==> config.mk <==
export PLATFORM = sky130hd
export DESIGN_NAME = pc_redirect_unit
export DESIGN_NICKNAME = d
export VERILOG_FILES = /design/src/rtl/pc_redirect_unit.sv
export SDC_FILE = /design/constraint.sdc
export NUM_CORES = 1
export LEC_CHECK = 0
export CAP_MARGIN = 20
export CORE_MARGIN = 2
export CORE_UTILIZATION = 45
export DETAILED_ROUTE_END_ITERATION = 16
export GPL_TIMING_DRIVEN = 0
export PLACE_DENSITY_LB_ADDON = 0.25
export SLEW_MARGIN = 20
export SYNTH_ARGS = -nofsm -noshare
export SYNTH_HDL_FRONTEND = slang
export SYNTH_SLANG_ARGS = --single-unit
==> constraint.sdc <==
create_clock -name CLK -period 3.2 [get_ports CLK]
set_input_delay 0.64 -clock CLK [delete_from_list [all_inputs] [get_ports CLK]]
set_output_delay 0.64 -clock CLK [all_outputs]
set_load 0.05 [all_outputs]
==> src/rtl/pc_redirect_unit.sv <==
// pc_redirect_unit: fetch PC, return-address stack, interrupt vectoring and post-redirect flush.
module pc_redirect_unit #(
    parameter int PC_WIDTH = 10,
    parameter int RAS_DEPTH = 8,
    parameter int FLUSH_CYCLES = 2,
    parameter logic [PC_WIDTH-1:0] INT_VECTOR = PC_WIDTH'(10'h3FF)
) (
    input  logic                CLK,
    input  logic                RST,
    input  logic                STALL,
    input  logic                EX_VALID,
    input  logic [PC_WIDTH-1:0] EX_PC,
    input  logic [3:0]          BRANCH_TYPE,
    input  logic                BRANCH_TAKEN,
    input  logic [PC_WIDTH-1:0] BRANCH_TARGET,
    input  logic                SEI,
    input  logic                CLI,
    input  logic                INT_REQ,
    output logic [PC_WIDTH-1:0] PC,
    output logic                FLUSH,
    output logic                I_SET,
    output logic                INT_ACK,
    output logic                RAS_OVERFLOW,
    output logic                RAS_UNDERFLOW
);
    localparam int AW = $clog2(RAS_DEPTH);
    localparam int CW = AW + 1;
    localparam logic [0:0] ST_RUN = 1'b0;
    localparam logic [0:0] ST_FLUSH = 1'b1;

    logic [0:0] state;
    logic [2:0] cnt;
    logic [CW-1:0] count;
    logic [PC_WIDTH-1:0] ras [RAS_DEPTH];
    logic act, is_jmp, is_ret, redirect, take_int, push, pop, full, empty, iset_next;
    logic [PC_WIDTH-1:0] top, ret_addr, pc_next;

    always_comb begin
        act = EX_VALID && !STALL && state == ST_RUN;
        is_jmp = BRANCH_TYPE >= 4'd1 && BRANCH_TYPE <= 4'd6;
        is_ret = BRANCH_TYPE >= 4'd7 && BRANCH_TYPE <= 4'd9;
        redirect = act && BRANCH_TAKEN && (is_jmp || is_ret);
        take_int = act && !redirect && I_SET && INT_REQ;
        push = take_int || (redirect && BRANCH_TYPE == 4'd6);
        pop = redirect && is_ret;
        full = count == CW'(RAS_DEPTH);
        empty = count == '0;
        top = ras[count[AW-1:0] - AW'(1)];
        ret_addr = EX_PC + PC_WIDTH'(1);
        pc_next = pop ? (empty ? '0 : top) :
                  redirect ? BRANCH_TARGET :
                  take_int ? INT_VECTOR : PC + PC_WIDTH'(1);
        // return-with-interrupt-control outranks SEI/CLI issued alongside it
        iset_next = !act ? I_SET :
                    take_int ? 1'b0 :
                    (redirect && BRANCH_TYPE == 4'd8) ? 1'b0 :
                    (redirect && BRANCH_TYPE == 4'd9) ? 1'b1 :
                    CLI ? 1'b0 : SEI ? 1'b1 : I_SET;
    end

    assign FLUSH = state == ST_FLUSH;

    always_ff @(posedge CLK or posedge RST) begin
        if (RST) begin
            PC <= '0;
            state <= ST_RUN;
            cnt <= '0;
            count <= '0;
            I_SET <= 1'b0;
            INT_ACK <= 1'b0;
            RAS_OVERFLOW <= 1'b0;
            RAS_UNDERFLOW <= 1'b0;
        end else if (STALL) begin
            INT_ACK <= 1'b0;
        end else begin
            PC <= pc_next;
            I_SET <= iset_next;
            INT_ACK <= take_int;
            if (push && full) RAS_OVERFLOW <= 1'b1;
            if (pop && empty) RAS_UNDERFLOW <= 1'b1;
            count <= (push && !full) ? count + CW'(1) : (pop && !empty) ? count - CW'(1) : count;
            if (redirect || take_int) begin
                state <= ST_FLUSH;
                cnt <= 3'(FLUSH_CYCLES - 1);
            end else if (state == ST_FLUSH) begin
                state <= cnt == '0 ? ST_RUN : ST_FLUSH;
                cnt <= cnt == '0 ? '0 : cnt - 3'd1;
            end
        end
    end

    // entries need no reset: count alone defines what is valid
    always_ff @(posedge CLK) begin
        if (push && !full) ras[count[AW-1:0]] <= ret_addr;
    end
endmodule

==> results.sh, run 1 <==
export IMPL_antenna_found_initial=0
export IMPL_grt_max_degree=23
export IMPL_nets=404
export IMPL_yosys_top_cells_area="edfxtp_1, dfrtp_1, mux4_2"
export IMPL_status="complete, no violations"
export IMPL_sw_frac_of_total=0.3665
export IMPL_tightest_slew_ns=0.8524
export IMPL_cp_max_fo=9
export IMPL_wl_um=9211
export IMPL_seq_power_share=0.374
export IMPL_post_drt_wl_per_cell_um=18.17
export IMPL_grt_pass1_wl_um=14680
export IMPL_drive_gt1_frac=0.2264
export IMPL_critical_path_most_common_cell="a21o_1"
export IMPL_startpoint_type="primary input"
export IMPL_finalHoldViolCount=0
export IMPL_drt_vias_per_instance=5.564
export IMPL_grt_ovfl_total=0
export IMPL_gp_congestion=0.9010
export IMPL_syn_area_per_cell_um2=15.33
export IMPL_synthDistinctLibCells=51
export IMPL_diodes=0
export IMPL_powerDensity_nw_per_um2=819.1
export IMPL_finClkSkew_ns=0.01249
export IMPL_drv_slew=0
export IMPL_yosysSeqAreaShare=0.6377
export IMPL_hold_ws_ns=0.4888
export IMPL_power_frac_clock=0.175
export IMPL_ant_nets=0
export IMPL_critPathSlowestCell="or4_4"
export IMPL_internal_power_mw=2.926
export IMPL_crit_arrival_ns=3.33
export IMPL_power_switching_mw=1.693
export IMPL_async_reset_ff_frac=0.2157
export IMPL_leakage_nw=1.919
export IMPL_cts_buffers=9
export IMPL_synth_fp_nets=340
export IMPL_period_share=0.9627
export IMPL_max_stage_delay_ns=0.54
export IMPL_grt_total_usage=0.1731
export IMPL_relSlewSlack=0.4311
export IMPL_cts_tree="yes"
export IMPL_dr_pass1_iters=4
export IMPL_core_um2=10140
export IMPL_die_height_um=105.4
export IMPL_fin_crit_ns=3.081
export IMPL_ys_warn_count=0
export IMPL_via_count=2821
export IMPL_start_util=0.4567
export IMPL_cp_required_ns=3.44
export IMPL_worstHoldPathType="reg -> reg"
export IMPL_ys_ff_latch=102
export IMPL_cts_root_buf="clkbuf_8"
export IMPL_synth_largest_area_cell="edfxtp_1"
export IMPL_clk_latency_ns=0.35
export IMPL_cts_buffer_depth=2
export IMPL_max_freq_mhz=324.6
export IMPL_drc=0
export IMPL_fp_dieW_um=105.4
export IMPL_r2r_setup_slack_ns=0.18
export IMPL_critical_path_class="in -> reg"
export IMPL_synth_area_um2=4631
export IMPL_finalSetupViolations=0
export IMPL_cts_sinks=102
export IMPL_dp_hpwl_um=6589
export IMPL_grt_pass1_vias=2818
export IMPL_comb_power_share=0.450
export IMPL_endpoint_kind="flop"
export IMPL_num_rows=37
export IMPL_dr_first_iter_drc_count=168
export IMPL_path_cells="clkdlybuf4s50_1 -> or4_4 -> and4_4 -> buf_6 -> o32ai_4 -> nand2_2 -> ha_1 -> a21o_1 -> a21o_1 -> nor4_1 -> a31oi_1 -> xnor2_1"
export IMPL_area_delta_synth_final_pct=21.80
export IMPL_htreeDepth=3
export IMPL_synth_edff_count=80
export IMPL_rsz0062_at_grt="yes"
export IMPL_synth_top_cell_area_share=0.5188
export IMPL_die_area_um2=11120
export IMPL_maxCapViolCount=0
export IMPL_ys_flop_type="edfxtp_1"
export IMPL_num_io_pins=47
export IMPL_io_buffers=46
export IMPL_postLayoutCoreUtil=0.5563
export IMPL_netlist_instances=302
export IMPL_clk_pin_slew_ns=0.10
export IMPL_ir_drop_mv=0.3390
-- metal layers --
layer,track usage,share of wire,vias to the layer above
li1,-,-,1327
met1,0.2191,0.43,1392
met2,0.3009,0.50,90
met3,0.03340,0.057,12
met4,0.05429,0.0099,0
met5,0,0,-
-- Yosys cell counts (2+ instances only) --
master / count
edfxtp_1: 80
dfrtp_1: 22
mux4_2: 20
a21oi_1: 19
nand3_1: 15
mux2_2: 12
nor2_1: 12
xnor2_1: 10
nand2_1: 9
clkbuf_1: 7
inv_1: 7
buf_2: 6
o21ai_0: 6
and3_1: 5
ha_1: 5
nor3_1: 5
nor4_1: 5
xor2_1: 5
nand2b_1: 4
a221o_1: 3
a31oi_1: 3
and2_1: 3
mux2i_1: 3
nand4_1: 3
a21boi_0: 2
a21o_1: 2
a221oi_1: 2
buf_6: 2
nand3b_1: 2
nor3b_1: 2
-- flip-flops by register name (all words and copies together), names as in the netlist --
signal         cells
FLUSH              1
INT_ACK            1
I_SET              1
PC                10
RAS_OVERFLOW       1
RAS_UNDERFLOW      1
cnt                3
count              4
ras               80
-- what timing repair did --
action	CTS	global route
pin swaps	1	0
hold buffers	0	0
hold endpoints to repair	0	0
gates resized for setup	13	8
gates cloned	0	0
setup endpoints to repair	85	60
buffers inserted	2	0
-- cells in the final DEF, fill, tap and decap left out, types with 3 or more instances in the layout --
cell	netlist	final
mux2i_1	3	3
a221o_1	3	3
mux2_2	12	12
inv_1	7	7
buf_6	2	7
xor2_1	5	4
nor2_1	12	9
xnor2_1	10	10
nand3_1	15	15
a21oi_1	19	19
nand2b_1	4	4
a31oi_1	3	3
nand2_1	9	8
ha_1	5	5
mux4_2	20	20
o21ai_0	6	6
clkbuf_8	0	9
and3_1	5	5
nand4_1	3	3
clkdlybuf4s50_1	0	45
edfxtp_1	80	80
nor2_2	0	3
nor3_2	1	5
clkbuf_1	7	6
dfrtp_1	22	22
buf_4	0	6
nor4_1	5	4
and2_1	3	3
-- metrics by stage --
| stage | instances | TNS [ns] | worst slack [ns] | total power [mW] | area (um2) |
|---|---|---|---|---|---|
| floorplan | 302 | 0 | 0.007974 | 3.183 | 4637 |
| global placement | 484 | -95.30 | -1.516 | 3.701 | 5268 |
| detailed placement | 489 | -52.87 | -0.9024 | 3.753 | 5344 |
| CTS | 507 | -0.2120 | -0.02684 | 4.615 | 5599 |
| global route | 507 | -0.4188 | -0.03249 | 4.868 | 5640 |
| finish | 507 | 0 | 0.1194 | 4.620 | 5640 |
-- power by group through the flow --
stage	Clock [mW]	Sequential, mW	Combinational (mW)
finish	0.811	1.73	2.08
global route	0.873	1.76	2.24
CTS	0.825	1.73	2.06
detailed placement	0	1.76	1.99
global placement	0	1.75	1.95
floorplan	0	2.01	1.17
-- path summary, 6_finish.rpt --
check	from	endpoint	depth (start not counted)
max	BRANCH_TYPE[2]	count[3]$_DFFE_PP0P_	12
min	RAS_OVERFLOW$_DFFE_PP0P_	RAS_OVERFLOW$_DFFE_PP0P_	1
max reg2reg	count[0]$_DFFE_PP0P_	PC[1]$_DFFE_PP0N_	10
min reg2reg	RAS_OVERFLOW$_DFFE_PP0P_	RAS_OVERFLOW$_DFFE_PP0P_	1
max in group asynchronous	RST	PC[5]$_DFFE_PP0N_	2
min in group asynchronous	RST	cnt[1]$_DFFE_PP0P_	2
-- kinds of logic (layout without fill, tap and decap cells) --
logic type / count (synthesis) / after routing / share of synthesized area
mux: 35 / 35 / 0.1329
buf+inv: 23 / 92 / 0.02378
compound gates: 49 / 49 / 0.07160
xor+xnor: 15 / 15 / 0.02837
simple gates: 72 / 72 / 0.08781
flops: 102 / 102 / 0.6377
fa+ha+maj: 6 / 6 / 0.01783
-- critical path: cells and delay by family --
kind,cells,cell delay (ns)
AND/OR/NAND/NOR,4,1.05
XOR/XNOR,1,0.14
buffers and inverters,2,0.61
AO/OA/AOI/OAI,4,0.61
adder cells (fa/ha/maj),1,0.28
-- layout make-up --
class,instances,area (um2)
fillers,823,4498
flip-flops and latches,102,2953
multi-input cells,177,1657
repair buffers,53,523.0
well taps,136,170.2
clock buffers,10,127.6
plain buffers,16,112.6
clock inverters,6,71.32
inverters,7,26.28
No activity file was read; power rests on OpenSTA's default activity.
==> inputs of run 2 (changes only) <==
--- a/constraint.sdc
+++ b/constraint.sdc
@@ -3,2 +3,2 @@
 set_output_delay 0.64 -clock CLK [all_outputs]
-set_load 0.05 [all_outputs]
+set_load 0.005 [all_outputs]
==> results of run 2 <==
Same layout as run 1 (identical final DEF). Status: complete, no violations.
Among the figures that moved: total power 4.620 mW -> 4.329 mW; worst IR drop on VDD 0.3390 mV -> 0.2903 mV
